`src/rtl/imem_req_arbiter_pkg.sv`:
```
// imem_req_arbiter_pkg: shared types and constants for the I-cache request arbiter.
package imem_req_arbiter_pkg;
    localparam int ABITS = 64;
    localparam int LOG2_DEPTH = 2;
    typedef logic req_id_t;
    typedef struct packed {
        req_id_t id;
        logic    disc;
    } fifo_entry_t;
    typedef struct packed {
        logic    req_valid;
        req_id_t req_id;
        logic    req_disc;
        req_id_t last_grant;
        logic    proto_err;
    } imem_arb_registers;
    localparam imem_arb_registers imem_arb_r_reset = '{
        req_valid: 1'b0, req_id: 1'b0, req_disc: 1'b0, last_grant: 1'b1, proto_err: 1'b0
    };
endpackage

```
`src/rtl/imem_req_arbiter_if.sv`:
```
// imem_req_arbiter_if: requester, I-cache and response buses of the arbiter.
interface imem_req_arbiter_if #(parameter int abits = imem_req_arbiter_pkg::ABITS);
    logic [1:0]       req_valid;
    logic [abits-1:0] req_addr0;
    logic [abits-1:0] req_addr1;
    logic [1:0]       req_ready;
    logic             mem_req_valid;
    logic [abits-1:0] mem_req_addr;
    logic             mem_req_ready;
    logic             mem_resp_valid;
    logic [abits-1:0] mem_resp_addr;
    logic [63:0]      mem_resp_data;
    logic             mem_load_fault;
    logic             mem_page_fault_x;
    logic             mem_resp_ready;
    logic [1:0]       resp_valid;
    logic [abits-1:0] resp_addr;
    logic [63:0]      resp_data;
    logic             resp_load_fault;
    logic             resp_page_fault_x;
    logic [1:0]       resp_ready;
    logic             flush;
    logic             proto_err;
    modport slave (
        input  req_valid, req_addr0, req_addr1, mem_req_ready, mem_resp_valid, mem_resp_addr,
               mem_resp_data, mem_load_fault, mem_page_fault_x, resp_ready, flush,
        output req_ready, mem_req_valid, mem_req_addr, mem_resp_ready, resp_valid, resp_addr,
               resp_data, resp_load_fault, resp_page_fault_x, proto_err
    );
    modport master (
        output req_valid, req_addr0, req_addr1, mem_req_ready, mem_resp_valid, mem_resp_addr,
               mem_resp_data, mem_load_fault, mem_page_fault_x, resp_ready, flush,
        input  req_ready, mem_req_valid, mem_req_addr, mem_resp_ready, resp_valid, resp_addr,
               resp_data, resp_load_fault, resp_page_fault_x, proto_err
    );
endinterface

```
`src/rtl/imem_req_arbiter_tagfifo.sv`:
```
// imem_req_arbiter_tagfifo: in-order {requester id, discard} tags of accepted requests.
module imem_req_arbiter_tagfifo
    import imem_req_arbiter_pkg::*;
#(
    parameter int log2_depth = LOG2_DEPTH
) (
    input  logic                clk,
    input  logic                rst,
    input  logic                push,
    input  fifo_entry_t         push_entry,
    input  logic                pop,
    input  logic                flush_mark,
    output fifo_entry_t         head,
    output logic [log2_depth:0] count
);
    localparam int DEPTH = 2 ** log2_depth;
    fifo_entry_t mem [DEPTH];
    logic [log2_depth-1:0] wptr, rptr;
    assign head = mem[rptr];
    always_ff @(posedge clk or posedge rst)
        if (rst) begin
            wptr <= '0;
            rptr <= '0;
            count <= '0;
            for (int i = 0; i < DEPTH; i++) mem[i] <= '0;
        end else begin
            // the pushed entry already carries its own discard, so it overrides the mark
            if (flush_mark) for (int i = 0; i < DEPTH; i++) mem[i].disc <= 1'b1;
            if (push) mem[wptr] <= push_entry;
            if (push) wptr <= wptr + log2_depth'(1);
            if (pop) rptr <= rptr + log2_depth'(1);
            count <= count + (log2_depth + 1)'(push) - (log2_depth + 1)'(pop);
        end
endmodule

```
`src/rtl/imem_req_arbiter.sv`:
```
// imem_req_arbiter: round-robin sharing of the I-cache port between fetch and prefetch,
// with in-order response routing and flush-discard of in-flight responses.
module imem_req_arbiter
    import imem_req_arbiter_pkg::*;
#(
    parameter int abits = ABITS,
    parameter int log2_depth = LOG2_DEPTH
) (
    input logic clk,
    input logic rst,
    imem_req_arbiter_if.slave bus
);
    localparam int DEPTH = 2 ** log2_depth;
    imem_arb_registers r, rin, v;
    logic [abits-1:0] addr, addr_in;
    logic [log2_depth:0] count;
    fifo_entry_t head, push_entry;
    logic accept, grant_ok, g, pop, empty, mem_resp_ready;
    logic [1:0] req_ready, resp_valid;

    imem_req_arbiter_tagfifo #(.log2_depth(log2_depth)) tagfifo (
        .clk(clk), .rst(rst), .push(accept), .push_entry(push_entry), .pop(pop),
        .flush_mark(bus.flush), .head(head), .count(count)
    );

    always_comb begin : comb_proc
        v = r;
        addr_in = addr;
        accept = r.req_valid && bus.mem_req_ready;
        // the entry accepted this cycle occupies a FIFO slot from the next edge on
        grant_ok = (!r.req_valid || accept) && (int'(count) + int'(accept) < DEPTH) && !bus.flush && !rst;
        g = (&bus.req_valid) ? !r.last_grant : bus.req_valid[1];
        req_ready = (grant_ok && |bus.req_valid) ? (g ? 2'b10 : 2'b01) : 2'b00;
        push_entry = '{id: r.req_id, disc: r.req_disc || bus.flush};
        if (accept) v.req_valid = 1'b0;
        if (bus.flush && r.req_valid) v.req_disc = 1'b1;
        if (|req_ready) begin
            v.req_valid = 1'b1;
            v.req_id = g;
            v.req_disc = 1'b0;
            v.last_grant = g;
            addr_in = g ? bus.req_addr1 : bus.req_addr0;
        end
        empty = count == '0;
        resp_valid = (bus.mem_resp_valid && !empty && !head.disc) ? (head.id ? 2'b10 : 2'b01) : 2'b00;
        mem_resp_ready = bus.mem_resp_valid && (empty || head.disc || bus.resp_ready[head.id]);
        pop = mem_resp_ready && !empty;
        if (bus.mem_resp_valid && empty) v.proto_err = 1'b1;
        rin = v;
    end

    always_ff @(posedge clk or posedge rst)
        if (rst) begin
            r <= imem_arb_r_reset;
            addr <= '1;
        end else begin
            r <= rin;
            addr <= addr_in;
        end

    assign bus.req_ready = req_ready;
    assign bus.mem_req_valid = r.req_valid;
    assign bus.mem_req_addr = addr;
    assign bus.mem_resp_ready = mem_resp_ready;
    assign bus.resp_valid = resp_valid;
    assign bus.resp_addr = bus.mem_resp_addr;
    assign bus.resp_data = bus.mem_resp_data;
    assign bus.resp_load_fault = bus.mem_load_fault;
    assign bus.resp_page_fault_x = bus.mem_page_fault_x;
    assign bus.proto_err = r.proto_err;
endmodule

```
`src/flat_wrapper.sv`:
```
// flat-port wrapper written by rule: the top's interface ports become plain ports
module imem_req_arbiter_flat import imem_req_arbiter_pkg::*;
#(
    parameter int abits = ABITS,
    parameter int log2_depth = LOG2_DEPTH
)
  (clk, rst, bus_req_valid, bus_req_addr0, bus_req_addr1, bus_mem_req_ready, bus_mem_resp_valid, bus_mem_resp_addr, bus_mem_resp_data, bus_mem_load_fault, bus_mem_page_fault_x, bus_resp_ready, bus_flush, bus_req_ready, bus_mem_req_valid, bus_mem_req_addr, bus_mem_resp_ready, bus_resp_valid, bus_resp_addr, bus_resp_data, bus_resp_load_fault, bus_resp_page_fault_x, bus_proto_err);
  imem_req_arbiter_if #(.abits(abits)) bus_i ();
  input logic clk;
  input logic rst;
  input wire logic [$bits(bus_i.req_valid)-1:0] bus_req_valid;
  input wire logic [$bits(bus_i.req_addr0)-1:0] bus_req_addr0;
  input wire logic [$bits(bus_i.req_addr1)-1:0] bus_req_addr1;
  input wire logic [$bits(bus_i.mem_req_ready)-1:0] bus_mem_req_ready;
  input wire logic [$bits(bus_i.mem_resp_valid)-1:0] bus_mem_resp_valid;
  input wire logic [$bits(bus_i.mem_resp_addr)-1:0] bus_mem_resp_addr;
  input wire logic [$bits(bus_i.mem_resp_data)-1:0] bus_mem_resp_data;
  input wire logic [$bits(bus_i.mem_load_fault)-1:0] bus_mem_load_fault;
  input wire logic [$bits(bus_i.mem_page_fault_x)-1:0] bus_mem_page_fault_x;
  input wire logic [$bits(bus_i.resp_ready)-1:0] bus_resp_ready;
  input wire logic [$bits(bus_i.flush)-1:0] bus_flush;
  output wire logic [$bits(bus_i.req_ready)-1:0] bus_req_ready;
  output wire logic [$bits(bus_i.mem_req_valid)-1:0] bus_mem_req_valid;
  output wire logic [$bits(bus_i.mem_req_addr)-1:0] bus_mem_req_addr;
  output wire logic [$bits(bus_i.mem_resp_ready)-1:0] bus_mem_resp_ready;
  output wire logic [$bits(bus_i.resp_valid)-1:0] bus_resp_valid;
  output wire logic [$bits(bus_i.resp_addr)-1:0] bus_resp_addr;
  output wire logic [$bits(bus_i.resp_data)-1:0] bus_resp_data;
  output wire logic [$bits(bus_i.resp_load_fault)-1:0] bus_resp_load_fault;
  output wire logic [$bits(bus_i.resp_page_fault_x)-1:0] bus_resp_page_fault_x;
  output wire logic [$bits(bus_i.proto_err)-1:0] bus_proto_err;
  assign bus_i.req_valid = bus_req_valid;
  assign bus_i.req_addr0 = bus_req_addr0;
  assign bus_i.req_addr1 = bus_req_addr1;
  assign bus_i.mem_req_ready = bus_mem_req_ready;
  assign bus_i.mem_resp_valid = bus_mem_resp_valid;
  assign bus_i.mem_resp_addr = bus_mem_resp_addr;
  assign bus_i.mem_resp_data = bus_mem_resp_data;
  assign bus_i.mem_load_fault = bus_mem_load_fault;
  assign bus_i.mem_page_fault_x = bus_mem_page_fault_x;
  assign bus_i.resp_ready = bus_resp_ready;
  assign bus_i.flush = bus_flush;
  assign bus_req_ready = bus_i.req_ready;
  assign bus_mem_req_valid = bus_i.mem_req_valid;
  assign bus_mem_req_addr = bus_i.mem_req_addr;
  assign bus_mem_resp_ready = bus_i.mem_resp_ready;
  assign bus_resp_valid = bus_i.resp_valid;
  assign bus_resp_addr = bus_i.resp_addr;
  assign bus_resp_data = bus_i.resp_data;
  assign bus_resp_load_fault = bus_i.resp_load_fault;
  assign bus_resp_page_fault_x = bus_i.resp_page_fault_x;
  assign bus_proto_err = bus_i.proto_err;
  imem_req_arbiter #(.abits(abits), .log2_depth(log2_depth)) u_core (.clk(clk), .rst(rst), .bus(bus_i));
endmodule
```
`config.mk`:
```
export PLATFORM = sky130hd
export DESIGN_NAME = imem_req_arbiter_flat
export DESIGN_NICKNAME = d
export VERILOG_FILES = /design/src/rtl/imem_req_arbiter_pkg.sv /design/src/rtl/imem_req_arbiter_if.sv /design/src/rtl/imem_req_arbiter_tagfifo.sv /design/src/rtl/imem_req_arbiter.sv /design/src/flat_wrapper.sv
export SDC_FILE = /design/constraint.sdc
export NUM_CORES = 1
export LEC_CHECK = 0
export ABC_AREA = 0
export BUFFER_PORTS_ARGS = -buffer_cell sky130_fd_sc_hd__clkbuf_2
export CAP_MARGIN = 20
export CORE_AREA = 2 2 185 187
export DETAILED_ROUTE_END_ITERATION = 12
export DIE_AREA = 0 0 187 189
export GPL_TIMING_DRIVEN = 0
export REMOVE_ABC_BUFFERS = 1
export SETUP_SLACK_MARGIN = 0.15
export SYNTH_ARGS = -nofsm -noshare
export SYNTH_HDL_FRONTEND = slang
export SYNTH_HIERARCHICAL = 1
export SYNTH_SLANG_ARGS = --single-unit
```
`constraint.sdc`:
```
create_clock -name clk -period 3.8 [get_ports clk]
set_input_delay 0.76 -clock clk [delete_from_list [all_inputs] [get_ports clk]]
set_output_delay 0.76 -clock clk [all_outputs]
set_load 0.02 [all_outputs]
```
Word-level counts from Yosys, hierarchy flattened
Index checks and enable logic that the tools add are counted.

Add/sub/neg operators: 5. Muxes and demuxes: 22. Bitwise operators: 2. $lt $le $gt $ge: 5. Reduce and logical (&&, ||, !) cells: 28.

Operators with widths (number): two-way mux 64 bit (1); less-than comparator 32 x 4 -> 1 bit (second input constant) (1); two-way mux 2 bit (7); logical AND 1 bit (12); two-way mux 1 bit (9); bitwise mux 8 bit (1); two-way mux 7 bit (1); >= comparator 3 bit (second input constant) (2); zero test 1 bit (6); inverter 2 -> 3 bit (2); adder 2 x 1 -> 2 bit (second input constant) (2); adder 3 x 1 -> 4 bit (1); binary-select mux 2 bit (select 2 bit) (1); demux 2 bit (select 2 bit) (1); logical OR 1 bit (4); two-way mux 4 bit (1); nonzero test 2 bit (2); OR reduction 2 bit (2); adder 3 x 1 -> 3 bit (1); zero test 3 bit (1); less-than comparator 3 x 1 -> 1 bit (second input constant) (1); subtractor 3 x 1 -> 3 bit (1); less-than comparator 1 x 2 -> 1 bit (second input constant) (1); AND reduction 2 bit (1).

Register bits: 84. Logic and storage cells: 79. Output and inout port bits: 201. Bits of input ports: 267.

Longest topological paths before layout
Gate-level depths: netlist (run 1).

Depth in word-level cells: 10. Mapped depth: 10. Gate-level depth less buffers: 10.

By module
Netlist (run 1), hierarchy kept.

Modules (own cells, without submodules): imem_req_arbiter (sequential area each 1808.0 µm², area an instance 4843.4 µm², instances 1, cells an instance 367); imem_req_arbiter_tagfifo (sequential area each 375.4 µm², area an instance 742.0 µm², instances 1, cells an instance 56).

Worst setup path after synthesis (run 1)
Ideal clock, no wire load.

Path kind: register -> register. Start: register u_core.tagfifo.rptr[0]. End: register u_core.tagfifo.count[2]. Library setup time: 0.080 ns. Setup slack: 1.181 ns. Clock period less this slack: 2.619 ns. Cell stages (with the launch flop): 10. Buffers on the path: 0. Required time: 3.720 ns. Arrival time: 2.539 ns. Cells stage by stage: dfrtp_1 -> mux4_1 -> a211oi_1 -> nor2_1 -> ha_1 -> inv_1 -> ha_1 -> fa_1 -> xnor2_1 -> xnor2_1.

RTL lines: from (decl) (RTL line imem_req_arbiter_tagfifo.sv:18) `logic [log2_depth-1:0] wptr, rptr;`; from (signal assigned) (RTL line imem_req_arbiter_tagfifo.sv:31) `if (pop) rptr <= rptr + log2_depth'(1);`; to (signal assigned) (RTL line imem_req_arbiter_tagfifo.sv:32) `count <= count + (log2_depth + 1)'(push) - (log2_depth + 1)'(pop);`; to (decl) (RTL line imem_req_arbiter_tagfifo.sv:14) `output logic [log2_depth:0] count`.

Final worst setup path (run 1)
Start: input bus_flush. End: output bus_req_ready[1].

Cells in the longest elaborated chain, start to end: 5.

Ends and longest elaborated chain: from (decl) (RTL line flat_wrapper.sv:21) `input wire logic [$bits(bus_i.flush)-1:0] bus_flush;`; zero test 1 bit (RTL line imem_req_arbiter.sv:31) `grant_ok = (!r.req_valid || accept) && (int'(count) + int'(accept) < DEPTH) && !bus.flush && !rst;`; logical AND 1 bit (2 in series) (RTL line imem_req_arbiter.sv:31); logical AND 1 bit (RTL line imem_req_arbiter.sv:33) `req_ready = (grant_ok && |bus.req_valid) ? (g ? 2'b10 : 2'b01) : 2'b00;`; two-way mux 2 bit (RTL line imem_req_arbiter.sv:33); to (decl) (RTL line flat_wrapper.sv:22) `output wire logic [$bits(bus_i.req_ready)-1:0] bus_req_ready;`.

Every way passes these cells.

==> impl_metrics.toml, run 1 <==
[grt]
grt.overflow.total = 0
grt_pass1_vias = 3532
first_pass_grt_wire_length_um = 40600
grt_max_degree = 37
initial_antenna_violation_count = 0
gr-usage-all-layers_pct = 18.4

[critical_path]
worst-path-max-fanout = 36
cp_common_cell = "sky130_fd_sc_hd__clkbuf_2"
worst-setup-path-type = "in2out"
timing.critical_path.slowest_cell_delay_ps = 740
worst-endpoint-required_ps = 3040
endpoint_kind = "output pin"
setup.worst_path.start_class = "primary input"
path_cells = "clkbuf_2, nor3_1, o221a_4, buf_16, and2_1, clkbuf_2"
critical_path.slowest_cell = "sky130_fd_sc_hd__o221a_4"
timing.critical_path.arrival_ps = 2620

[cts]
tritoncts = "yes"
cts.repair.resized = 0
cts-hold-fix-buffers = 0
cts_buffers = 9
path_clk_slew_ps = 60
ctsHtreeMaxLevel = 3
buffer_cell_driving_the_clock_tree_root = "sky130_fd_sc_hd__clkbuf_16"
clock_insertion_delay_worst_skew_ps = 360
cts_sinks = 84
cts-root-to-sink-buffers = 2
cts_setup_buffers = 0

[detailed_routing]
viasPerCell = 3.71
drt_first_iter_violations = 143
route.detailed.drc = 0
routed_via_count = 3534
postRouteWirelength_um = 33000
detail-route-antenna-nets = 0
detail_route.first_pass.iterations = 4
route.detailed.wl_per_inst_um = 34.6

[place]
place.detailed.hpwl_um = 29000
io_buffers = 207
routabilityCongestion = 0.854

[sta]
tightestPinTransition_ps = 964
count_of_final_hold_check_violations = 0
setup_viol_count_final = 0
period_minus_slack_ps = 3380
timing.fmax_mhz = 296
maxSlewHeadroom_pct = 35.5
final.setup.tns_ps = 0
rsz_0062_raised_after_global_routing = "false"
clock-skew-final_ps = 16.7
final.period_utilization_pct = 88.9
timing_max_transition_violations_final = 0
hold-worst-slack_ps = 478

[synth]
yosysUniqueCellTypes = 31
synth-main-ff-cell = "sky130_fd_sc_hd__dfstp_2"
number_of_enable_flip_flop_cells_after_synthesis = 0
ys_warn_count = 6
synth_seq_area_share_pct = 39.1
share_of_flip_flops_with_an_asynchronous_set_or_reset_pct = 100
syn_avg_cell_area_um2 = 13.2
yosys_register_bits = 84
syn_area_um2 = 5590
synth_cells = 423

[die]
core_um2 = 33300
design.portCount = 468
initial_core_util_pct = 16.8
die_height_um = 189
rows = 67
die_w_um = 187
design.die.area_um2 = 35300

[status]
status = "complete, no violations"

[layout]
antenna_cells_inserted = 0
post_route_cells_drive_above_1_share_pct = 84.7
postLayoutCoreUtil_pct = 19.4
flow.area_growth_from_synthesis_pct = 15.3
design.final.nets = 773

[min_path]
min_path_type = "reg2reg"

[job]
max_cap_viol_count = 0

[power_and_ir_drop]
power.static_leakage_nw = 2.93
irDropWorstVdd_v = 0.000256
power_density_nw_per_um2 = 745
power by group:
part | internal (mW) | switching (mW) | leakage [nW] | total [mW]
sequential | 1.58 | 0.266 | 0.900 | 1.84
clock | 0.510 | 0.387 | 0.133 | 0.897
combinational | 1.05 | 1.01 | 1.89 | 2.05
flip-flops by register name, summed over array words and instances, names as in the netlist:
name                      count
u_core/bus.mem_req_addr      64
u_core/bus.mem_req_valid      1
u_core/bus.proto_err          1
u_core/push_entry             1
u_core/r                      2
u_core/tagfifo/count          3
u_core/tagfifo/mem            8
u_core/tagfifo/rptr           2
u_core/tagfifo/wptr           2
final cells by class:
cell class              instances  area, µm²
clock inverters                 4       50.0
fillers                      3672      26800
inverters                      10       40.0
multi-input cells             183       2250
clock buffers                  12        236
well taps                     448        561
flip-flops and latches         84       2180
repair buffers                211       1120
cells in the final DEF, fill, tap and decap left out, types with 2 or more instances in the layout:
cell type and instances:
sky130_fd_sc_hd__a211o_1 4, sky130_fd_sc_hd__xnor2_1 3, sky130_fd_sc_hd__mux2_2 52, sky130_fd_sc_hd__buf_12 3, sky130_fd_sc_hd__ha_1 6, sky130_fd_sc_hd__mux4_1 2, sky130_fd_sc_hd__o21bai_1 2, sky130_fd_sc_hd__o21a_1 4
sky130_fd_sc_hd__nor3_1 2, sky130_fd_sc_hd__xor2_1 2, sky130_fd_sc_hd__dfstp_2 65, sky130_fd_sc_hd__and2_1 2, sky130_fd_sc_hd__mux2_4 82, sky130_fd_sc_hd__nor2b_1 2, sky130_fd_sc_hd__clkbuf_16 9, sky130_fd_sc_hd__clkbuf_1 3
sky130_fd_sc_hd__dfrtp_1 19, sky130_fd_sc_hd__inv_1 9, sky130_fd_sc_hd__a21oi_1 2, sky130_fd_sc_hd__clkinvlp_4 2, sky130_fd_sc_hd__nor2_1 2, sky130_fd_sc_hd__nand2_1 7, sky130_fd_sc_hd__clkbuf_2 207
kinds of logic after synthesis:
logic type / share of synthesized area, %
xor gates and xnor gates: 0.784
DFF: 39.1
muxes: 33.5
adders and majority gates: 1.70
buffers and inverters: 20.9
AOI/OAI and AO/OA: 2.51
and+or+nand+nor: 1.59
per-layer routing:
| metal | track usage (%) | routed length [µm] |
|---|---|---|
| met1 | 12.8 | 8110 |
| met2 | 25.0 | 13000 |
| met3 | 28.1 | 10700 |
| met4 | 5.19 | 756 |
| met5 | 9.20 | 424 |
synthesized netlist by cell type, types with 3 or more instances:
library cell / n / area [µm²]
sky130_fd_sc_hd__buf_4: 132 / 991
sky130_fd_sc_hd__mux2_4: 82 / 1230
sky130_fd_sc_hd__dfstp_2: 65 / 1710
sky130_fd_sc_hd__mux2_2: 52 / 586
sky130_fd_sc_hd__dfrtp_1: 19 / 475
sky130_fd_sc_hd__inv_1: 10 / 37.5
sky130_fd_sc_hd__buf_6: 9 / 101
sky130_fd_sc_hd__nand2_1: 7 / 26.3
sky130_fd_sc_hd__ha_1: 6 / 75.1
sky130_fd_sc_hd__a211o_1: 4 / 35.0
sky130_fd_sc_hd__buf_2: 4 / 20.0
sky130_fd_sc_hd__o21a_1: 4 / 30.0
sky130_fd_sc_hd__xnor2_1: 3 / 26.3
per-stage QoR:
| step | setup WS (ps) | std cells | area [µm²] | total power, mW |
|---|---|---|---|---|
| global route | 321 | 952 | 6440 | 5.08 |
| finish | 424 | 952 | 6440 | 4.80 |
| detailed placement | 400 | 936 | 6150 | 3.92 |
| CTS | 398 | 952 | 6440 | 4.88 |
| global placement | -655 | 932 | 6050 | 3.88 |
| floorplan | 142 | 277 | 4460 | 3.29 |
worst max-delay path: cells and delay by family:
family / cells / cell delay (ps)
AND/OR/NAND/NOR: 2 / 410
AO/OA/AOI/OAI: 1 / 740
buffers and inverters: 3 / 620
path summary, 6_finish.rpt:
path                                        start                           to  slack [ps]  depth (start not counted)
max                                     bus_flush             bus_req_ready[1]         420                          6
min                          u_core/bus.proto_err         u_core/bus.proto_err         480                          1
max reg2reg                u_core/tagfifo/rptr[0]      u_core/tagfifo/count[2]         920                          9
min reg2reg                  u_core/bus.proto_err         u_core/bus.proto_err         480                          1
max in group asynchronous                     rst  u_core/bus.mem_req_addr[38]        2710                          3
min in group asynchronous                     rst        u_core/tagfifo/mem[5]         500                          2
(Power assumes the default switching activity.)
==> inputs of run 2 (changes only) <==
- CORE_AREA: 2 2 185 187 -> 2 2 181 183
- DIE_AREA: 0 0 187 189 -> 0 0 183 185
- clock period: 3.8 -> 2.95 ns (I/O delays scaled with it)
==> run 2 against run 1 <==
Against the previous run: register-to-register slack lost 720 ps; via count shrank 1.3%; count of clock-buffer cells in the layout is the same; sequential cell count is the same; critical path depth grew 3; core utilization grew 0.94 points.
==> impl_metrics.toml, run 2 (synthesized netlist as in run 1, its figures left out) <==
[power_and_ir_drop]
p_int_mw = 4.18
p_total_mw = 6.38
combPwrFrac_pct = 42.9
irDropWorstVdd_v = 0.000294
sequential_power_share_pct = 37.3
swShare_pct = 34.5
p_sw_mw = 2.20
power.share.clock_pct = 19.8
power_density_nw_per_um2 = 981
power.static_leakage_nw = 2.97

[cts]
cts_buffers = 9
path_clk_slew_ps = 60
tritoncts = "yes"
clock_insertion_delay_worst_skew_ps = 360
cts-root-to-sink-buffers = 2
ctsHtreeMaxLevel = 3
cts_sinks = 84
cts-hold-fix-buffers = 0
buffer_cell_driving_the_clock_tree_root = "sky130_fd_sc_hd__clkbuf_16"

[place]
io_buffers = 207
place.detailed.hpwl_um = 30000
routabilityCongestion = 0.876
post_dp_cell_area_um2 = 6170

[die]
rows = 66
core_um2 = 32000
die_w_um = 183
design.die.area_um2 = 33900
design.portCount = 468
initial_core_util_pct = 17.4
die_height_um = 185

[sta]
rsz_0062_raised_after_global_routing = "false"
timing_max_transition_violations_final = 0
setup_viol_count_final = 0
tightestPinTransition_ps = 631
count_of_final_hold_check_violations = 0
period_minus_slack_ps = 2750
final.period_utilization_pct = 93.3
maxSlewHeadroom_pct = 57.9
clock-skew-final_ps = 4.42
final.setup.tns_ps = 0
timing.fmax_mhz = 364

[min_path]
min_path_type = "in2async"

[layout]
flow.area_growth_from_synthesis_pct = 16.4
design.final.nets = 776
layout_common_cells = "sky130_fd_sc_hd__clkbuf_2, sky130_fd_sc_hd__mux2_4, sky130_fd_sc_hd__dfstp_2"
number_of_flip_flops_in_the_largest_register = 64
layout_commonest_cell = "sky130_fd_sc_hd__clkbuf_2"
antenna_cells_inserted = 0
post_route_cells_drive_above_1_share_pct = 86.0
final_design_area_no_fill_um2 = 6500
layout.filler_cells = 3487

[grt]
first_pass_grt_wire_length_um = 40400
grt_max_degree = 45
grt.overflow.total = 0
gr-usage-all-layers_pct = 19.5
grt_pass1_vias = 3291
initial_antenna_violation_count = 0

[critical_path]
timing.critical_path.slowest_cell_delay_ps = 620
worst-setup-path-type = "reg2reg"
worst-endpoint-required_ps = 3190
critical_path.slowest_cell = "sky130_fd_sc_hd__mux4_2"
timing.critical_path.arrival_ps = 2990
critPathTopFamily = "adder cells"
path_cells = "mux4_2, a211oi_4, nor2_2, ha_1, inv_1, ha_1, fa_1, xnor2_1, xnor2_1"
worst-path-max-fanout = 4
setup.worst_path.start_class = "flop"
endpoint_kind = "flop"
worstPathBufferInverterCount = 1

[detailed_routing]
viasPerCell = 3.81
postRouteWirelength_um = 33600
detail-route-antenna-nets = 0
detail_route.first_pass.iterations = 4
route.detailed.wl_per_inst_um = 36.7
drt_first_iter_violations = 110
routed_via_count = 3489
route.detailed.drc = 0

[status]
status = "complete, no violations"

[job]
max_cap_viol_count = 0
## run 2: power by group through the flow
stage	Combinational (mW)	Clock (mW)	Sequential (mW)
after floorplan	1.30	0	2.94
after global placement	2.67	0	2.37
after detailed placement	2.72	0	2.37
after CTS	2.75	1.33	2.39
after global routing	2.90	1.37	2.47
final	2.73	1.26	2.38
## run 2: cell type report
type / count / area [µm²] / share of cell area (%)
multi-input combinational: 183 / 2250 / 34.7
sequential: 84 / 2180 / 33.6
timing repair buffer: 214 / 1190 / 18.4
tap: 408 / 510 / 7.85
clock buffer: 12 / 246 / 3.79
clock inverter: 4 / 72.6 / 1.12
inverter: 10 / 40.0 / 0.616
## run 2: timing repair
action / 4_1_cts / 5_1_grt
buffers inserted: 0 / 1
gates resized for setup: 6 / 0
endpoints found under the setup margin: 3 / 2
pin swaps: 1 / 2
gates cloned: 0 / 0
endpoints found under the hold margin: 0 / 0
## run 2: through the flow
stage	instances	hold WS (ps)	setup slack [ps]	utilization, %
after detailed placement	898	474	-270	19.2
after CTS	914	291	160	20.3
after floorplan	277	454	-368	-
after global placement	892	472	-1160	18.7
after global routing	915	315	148	20.3
final	915	288	199	20.3
## run 2: per-layer routing
metal / global-route usage, % / vias up / part of all wire, %
met5: 7.41 / - / 1.1
met4: 3.90 / 6 / 1.2
met3: 29.0 / 32 / 31
met2: 29.4 / 446 / 44
li1: - / 1458 / -
met1: 12.7 / 1547 / 22
## run 2: final timing paths
path / startpoint / to / slack [ps] / cells past startpoint
worst max-delay path: u_core/tagfifo/rptr[0] / u_core/tagfifo/count[2] / 200 / 9
worst min-delay path: rst / u_core/r[2] / 290 / 2
worst max register to register: u_core/tagfifo/rptr[0] / u_core/tagfifo/count[2] / 200 / 9
worst min register to register: u_core/bus.proto_err / u_core/bus.proto_err / 510 / 1
max in group asynchronous: rst / u_core/bus.mem_req_addr[38] / 2040 / 3
min in group clk: bus_mem_req_ready / u_core/bus.mem_req_valid / 440 / 2
